## src/rtl/config_bus_arbiter.sv

```systemverilog
// -----------------------------------------------------------------------------
// config_bus_arbiter
//
// Shares one tile's configuration bus between NUM_REQ requesters (for example
// the global config controller and a debug port). One request is accepted at
// a time with round-robin priority, turned into a single read or write strobe
// towards the core, and completed with a one-cycle response pulse back to the
// granted requester.
//
// Ports:
//   clk                 clock
//   reset               synchronous, active-high reset
//   req_valid[N]        per-requester request valid
//   req_ready[N]        per-requester accept (one-hot or zero, IDLE only)
//   req_write[N]        1 = write, 0 = read
//   req_addr[N*AW]      packed addresses, requester i at [i*AW +: AW]
//   req_data[N*DW]      packed write data, requester i at [i*DW +: DW]
//   resp_valid[N]       completion pulse to the granted requester
//   resp_data[DW]       read data (0 for write acks)
//   config_config_addr  address to core
//   config_config_data  write data to core
//   config_read         read strobe to core
//   config_write        write strobe to core
//   read_config_data    read data from core
// -----------------------------------------------------------------------------
module config_bus_arbiter #(
   parameter int unsigned NUM_REQ      = 2,
   parameter int unsigned ADDR_WIDTH   = 8,
   parameter int unsigned DATA_WIDTH   = 32,
   parameter int unsigned READ_LATENCY = 1
) (
   input  logic                             clk,
   input  logic                             reset,
   input  logic [NUM_REQ-1:0]               req_valid,
   output logic [NUM_REQ-1:0]               req_ready,
   input  logic [NUM_REQ-1:0]               req_write,
   input  logic [NUM_REQ*ADDR_WIDTH-1:0]    req_addr,
   input  logic [NUM_REQ*DATA_WIDTH-1:0]    req_data,
   output logic [NUM_REQ-1:0]               resp_valid,
   output logic [DATA_WIDTH-1:0]            resp_data,
   output logic [ADDR_WIDTH-1:0]            config_config_addr,
   output logic [DATA_WIDTH-1:0]            config_config_data,
   output logic                             config_read,
   output logic                             config_write,
   input  logic [DATA_WIDTH-1:0]            read_config_data
);

   localparam int unsigned IDX_W = (NUM_REQ > 1) ? $clog2(NUM_REQ) : 1;
   localparam int unsigned CNT_W = (READ_LATENCY > 1) ? $clog2(READ_LATENCY) : 1;

   typedef enum logic [1:0] {
      StIdle,
      StIssue,
      StWait,
      StResp
   } state_t;

   state_t                  r_state;
   state_t                  w_state_next;
   logic [IDX_W-1:0]        r_rr_ptr;
   logic [IDX_W-1:0]        r_grant;
   logic                    r_write;
   logic [ADDR_WIDTH-1:0]   r_addr;
   logic [DATA_WIDTH-1:0]   r_data;
   logic [DATA_WIDTH-1:0]   r_rdata;
   logic [CNT_W-1:0]        r_cnt;

   logic                    w_found;
   logic [NUM_REQ-1:0]      w_pick;
   logic [IDX_W-1:0]        w_grant_idx;
   logic                    w_grant_write;
   logic [ADDR_WIDTH-1:0]   w_grant_addr;
   logic [DATA_WIDTH-1:0]   w_grant_data;
   logic                    w_handshake;
   logic [IDX_W-1:0]        w_rr_next;

   // Round-robin search: first valid requester at or above r_rr_ptr, wrapping
   // at NUM_REQ (which need not be a power of two).
   always_comb begin : p_arb
      int unsigned j;
      w_found       = 1'b0;
      w_pick        = '0;
      w_grant_idx   = '0;
      w_grant_write = 1'b0;
      w_grant_addr  = '0;
      w_grant_data  = '0;
      for (int unsigned k = 0; k < NUM_REQ; k++) begin
         j = 32'(r_rr_ptr) + k;
         if (j >= NUM_REQ) begin
            j = j - NUM_REQ;
         end
         if (!w_found && req_valid[j]) begin
            w_found       = 1'b1;
            w_pick[j]     = 1'b1;
            w_grant_idx   = IDX_W'(j);
            w_grant_write = req_write[j];
            w_grant_addr  = req_addr[j*ADDR_WIDTH +: ADDR_WIDTH];
            w_grant_data  = req_data[j*DATA_WIDTH +: DATA_WIDTH];
         end
      end
   end

   assign w_handshake = (r_state == StIdle) && w_found;
   assign req_ready   = (r_state == StIdle) ? w_pick : '0;
   assign w_rr_next   = (w_grant_idx == IDX_W'(NUM_REQ - 1)) ? '0 : w_grant_idx + 1'b1;

   always_comb begin
      w_state_next = r_state;
      unique case (r_state)
         StIdle:  if (w_handshake) w_state_next = StIssue;
         StIssue: w_state_next = r_write ? StResp : StWait;
         StWait:  if (r_cnt == '0) w_state_next = StResp;
         StResp:  w_state_next = StIdle;
         default: w_state_next = StIdle;
      endcase
   end

   always_ff @(posedge clk) begin
      if (reset) begin
         r_state  <= StIdle;
         r_rr_ptr <= '0;
         r_grant  <= '0;
         r_write  <= 1'b0;
         r_addr   <= '0;
         r_data   <= '0;
         r_rdata  <= '0;
         r_cnt    <= '0;
      end else begin
         r_state <= w_state_next;
         if (w_handshake) begin
            r_grant  <= w_grant_idx;
            r_write  <= w_grant_write;
            r_addr   <= w_grant_addr;
            r_data   <= w_grant_data;
            r_rdata  <= '0;
            r_rr_ptr <= w_rr_next;
         end
         // Counter is loaded while leaving ISSUE so WAIT lasts READ_LATENCY cycles.
         if (r_state == StIssue) begin
            r_cnt <= CNT_W'(READ_LATENCY - 1);
         end else if (r_state == StWait && r_cnt != '0) begin
            r_cnt <= r_cnt - 1'b1;
         end
         if (r_state == StWait && r_cnt == '0) begin
            r_rdata <= read_config_data;
         end
      end
   end

   // Bus and response outputs decode the registered state only.
   always_comb begin
      config_config_addr = '0;
      config_config_data = '0;
      config_read        = 1'b0;
      config_write       = 1'b0;
      resp_valid         = '0;
      resp_data          = '0;
      unique case (r_state)
         StIssue: begin
            config_config_addr = r_addr;
            config_write       = r_write;
            config_read        = !r_write;
            config_config_data = r_write ? r_data : '0;
         end
         StWait: begin
            config_config_addr = r_addr;
         end
         StResp: begin
            for (int unsigned i = 0; i < NUM_REQ; i++) begin
               resp_valid[i] = (r_grant == IDX_W'(i));
            end
            resp_data = r_write ? '0 : r_rdata;
         end
         default: ;
      endcase
   end

endmodule

```

## config.mk

```make
export PLATFORM = sky130hd
export DESIGN_NAME = config_bus_arbiter
export DESIGN_NICKNAME = d
export VERILOG_FILES = /design/src/rtl/config_bus_arbiter.sv
export SDC_FILE = /design/constraint.sdc
export NUM_CORES = 1
export LEC_CHECK = 0
export ABC_AREA = 1
export CORE_MARGIN = 2
export CORE_UTILIZATION = 45
export CTS_BUF_LIST = sky130_fd_sc_hd__clkbuf_16
export CTS_CLUSTER_DIAMETER = 120
export DETAILED_ROUTE_END_ITERATION = 8
export PLACE_DENSITY_LB_ADDON = 0.3
export SYNTH_ARGS = -nofsm -noshare
export SYNTH_HDL_FRONTEND = slang
export SYNTH_SLANG_ARGS = --single-unit
```

## constraint.sdc

```tcl
create_clock -name clk -period 1.9 [get_ports clk]
set_input_delay 0.38 -clock clk [delete_from_list [all_inputs] [get_ports clk]]
set_output_delay 0.38 -clock clk [all_outputs]
set_load 0.01 [all_outputs]
```

==> run_results.csv <==
group,metric,value,unit
yosys,synth-edff-count,0,
drt,viasPerCell,4.83,
timing,finalSetupViolCount,0,
critical_path,cp-start-kind,"register",
yosys,syn_avg_cell_area,5.57,µm²
critical_path,crit_path_end_kind,"output port",
hold_path,hp-class,"reg2reg",
final_layout,diodes,0,
critical_path,ff2ff_setup_slack,0.20,ns
yosys,synth-async-reset-ratio,0,
timing,worst_slew_pin_slew,0.387,ns
clock_tree,htreeDepth,3,
floorplanning,dieArea,12400,µm²
final_layout,fin_nets,1229,
critical_path,crit_type,"reg2out",
timing,rsz0062_at_grt,"true",
final_layout,multiInputGateArea,3210,µm²
clock_tree,numCtsBuffers,9,
drt,ant_nets,0,
critical_path,crit_required,1.52,ns
drt,highest_layer,"met4",
drt,wl,15600,µm
yosys,yosysTopAreaCell,"nand2_1",
yosys,yosysWarningCount,0,
global_route,antenna_found_initial,0,
drt,wl_per_cell,12.4,µm
yosys,netlist-cell-type-count,23,
timing,hold_viol,0,
timing,worst_slack,0.0402,ns
floorplanning,floorplan.initialDensity,0.457,
drt,vias,6057,
final_layout,ff_latch_area,1570,µm²
critical_path,rr_endpoint,"r_data[11]",
floorplanning,core_area,11300,µm²
drt,wl_met1,6940,µm
timing,slew_viol_final,0,
timing,fin_crit_sh,0.979,
yosys,syn_inst,930,
placement,place.gp.congestion,0.823,
critical_path,startpoint,"r_state[1]",
global_route,grt_use_total,0.247,
hold_path,hold_end,"r_rdata[4]",
timing,slew_headroom,0.742,
clock_tree,clk_pin_slew,0.06,ns
drt,wl_met3,968,µm
flow_run,max_cap_violations,0,
yosys,synthesis.area,5180,µm²
final_layout,drive_gt1_frac,0.124,
drt,drt-initial-drc-count,446,
floorplanning,die_h,111,µm
critical_path,critPathMaxFanout,17,
timing,min_period,1.86,ns
yosys,ys_seq_elements,78,
floorplanning,io-pin-count,196,
timing,fmax,538,MHz
yosys,synth_most_common_cell,"nand2_1",
placement,dp_slack,-0.285,ns
clock_tree,clock_path_buffers,2,
global_route,grt_pass1_wl,25500,µm
power,power,8950,µW
yosys,synth_area_leaders,"nand2_1 32%, dfxtp_1 30%, nor2_1 14%, o21ai_0 4.2%, and2_0 3.7%",
power,p_leak,0.00348,µW
global_route,grt_max_degree,40,
drt,drt_pre_antenna_iters,5,
yosys,synth_top_cell_area_share,0.320,
final_layout,syn_to_final_growth,43.5,%
timing,final.setup_skew,0.00997,ns
power,power_density,1200,nW/µm²
global_route,grt_pass1_vias,5418,
status,status,"finished, final reports clean",
final_layout,n_fill_cell,1056,
clock_tree,cts.sinks,78,
placement,port_buffers,195,
critical_path,arrival,1.48,ns
critical_path,worst-r2r-cell-count,7,
drt,dr_wl_met2,7360,µm
clock_tree,cts-root-buf,"clkbuf_16",
yosys,synth_fp_nets,1053,
clock_tree,cts_tree,"built",
hold_path,worstHoldPathCells,2,
yosys,synthTopCellsByCount,"442 x nand2_1, 194 x nor2_1, 78 x dfxtp_1",
placement,hpwl,10200,µm
power,peakVddDrop,654,µV
final_layout,fin_util,0.656,
floorplanning,fp.dieW,111,µm
drt,drt_drc_violations_left,0,
clock_tree,insertion_delay,0.34,ns
yosys,synthFlopType,"dfxtp_1",
yosys,synth_seq_area_share,0.302,
floorplanning,num_rows,39,
global_route,overflow,0,
hold_path,hold_start,"r_rdata[4]",
## placed cells by master, fill, tap and decap left out, drive strengths merged
cell type      synthesis  final
and2                  41     41
nor2                 196    196
nand2                443    443
dfxtp                 78     78
dlymetal6s2s           0      1
dlygate4sd2            0      2
a211oi                 1      1
ha                     5      5
nand3                  1      1
nor3                   1      1
clkinv                 1      1
bufinv                 0      1
o211ai                 1      1
a21oi                 35     35
clkdlybuf4s50          0    116
inv                   19     22
clkinvlp               0      3
clkbuf                14     42
clkdlybuf4s15          0     11
o21ai                 43     43
buf                   51     67
## sequential cells by signal, summed over array words and instances, names as in the netlist, named ones only
register  count
r_data       32
r_rdata      32
r_addr        8
r_state       2
r_cnt         1
r_grant       1
r_write       1
## power by group
group	leakage [µW]	total (µW)	switching (µW)	internal [µW]
Clock	0.000140	1750	729	1020
Sequential	0.000643	2480	311	2170
Combinational	0.00270	4720	2750	1970
## worst max path at each step
stage	end	slack, ns	cells past startpoint
after detailed placement	req_ready[1]	-0.28	4
after CTS	resp_data[26]	-0.02	5
final	resp_data[17]	0.04	5
after global routing	resp_data[31]	-0.005	5
after global placement	req_ready[0]	-0.29	4
after floorplan	resp_data[10]	0.28	5
## through the flow
step | hold slack [ns] | std cells | TNS [ns] | area (µm²)
floorplan | 0.439 | 930 | 0 | 5180
finish | 0.461 | 1254 | 0 | 7430
global route | 0.479 | 1254 | -0.00992 | 7430
detailed placement | 0.451 | 1235 | -1.41 | 7290
global placement | 0.448 | 1235 | -0.807 | 7290
CTS | 0.461 | 1252 | -0.170 | 7650
## cell families (layout without fill, tap and decap cells)
family | after synthesis | in the layout | synth area share
fa+ha+maj | 5 | 5 | 0.0121
flops | 78 | 78 | 0.302
simple gates | 682 | 682 | 0.516
compound gates | 80 | 80 | 0.0783
buf+inv | 85 | 266 | 0.0918
## layout make-up
| class | instances | area share |
|---|---|---|
| Inverter | 20 | 0.0121 |
| Clock inverter | 7 | 0.00994 |
| Clock buffer | 9 | 0.0303 |
| Sequential cell | 78 | 0.212 |
| Multi-Input combinational cell | 767 | 0.431 |
| Tap cell | 143 | 0.0241 |
| Timing Repair Buffer | 230 | 0.281 |
## critical path, cell delays in order, from the launching register on
cell and delay, ns:
dfxtp_4 0.39, ha_4 0.20, buf_16 0.15, nand2_1 0.06, nor2_1 0.09, clkdlybuf4s15_1 0.25
## what timing repair did
item	in CTS	in global routing
setup buffers	0	0
pin swaps	0	2
resized for setup	167	115
gates cloned	1	2
hold buffers	0	0
setup endpoints to repair	78	74
## routing by layer
| layer | vias up | track usage |
|---|---|---|
| li1 | 3162 | - |
| met1 | 2690 | 0.313 |
| met2 | 179 | 0.409 |
| met3 | 26 | 0.0574 |
| met4 | 0 | 0.0938 |
| met5 | - | 0 |
Power figures use the tool's default switching activity.
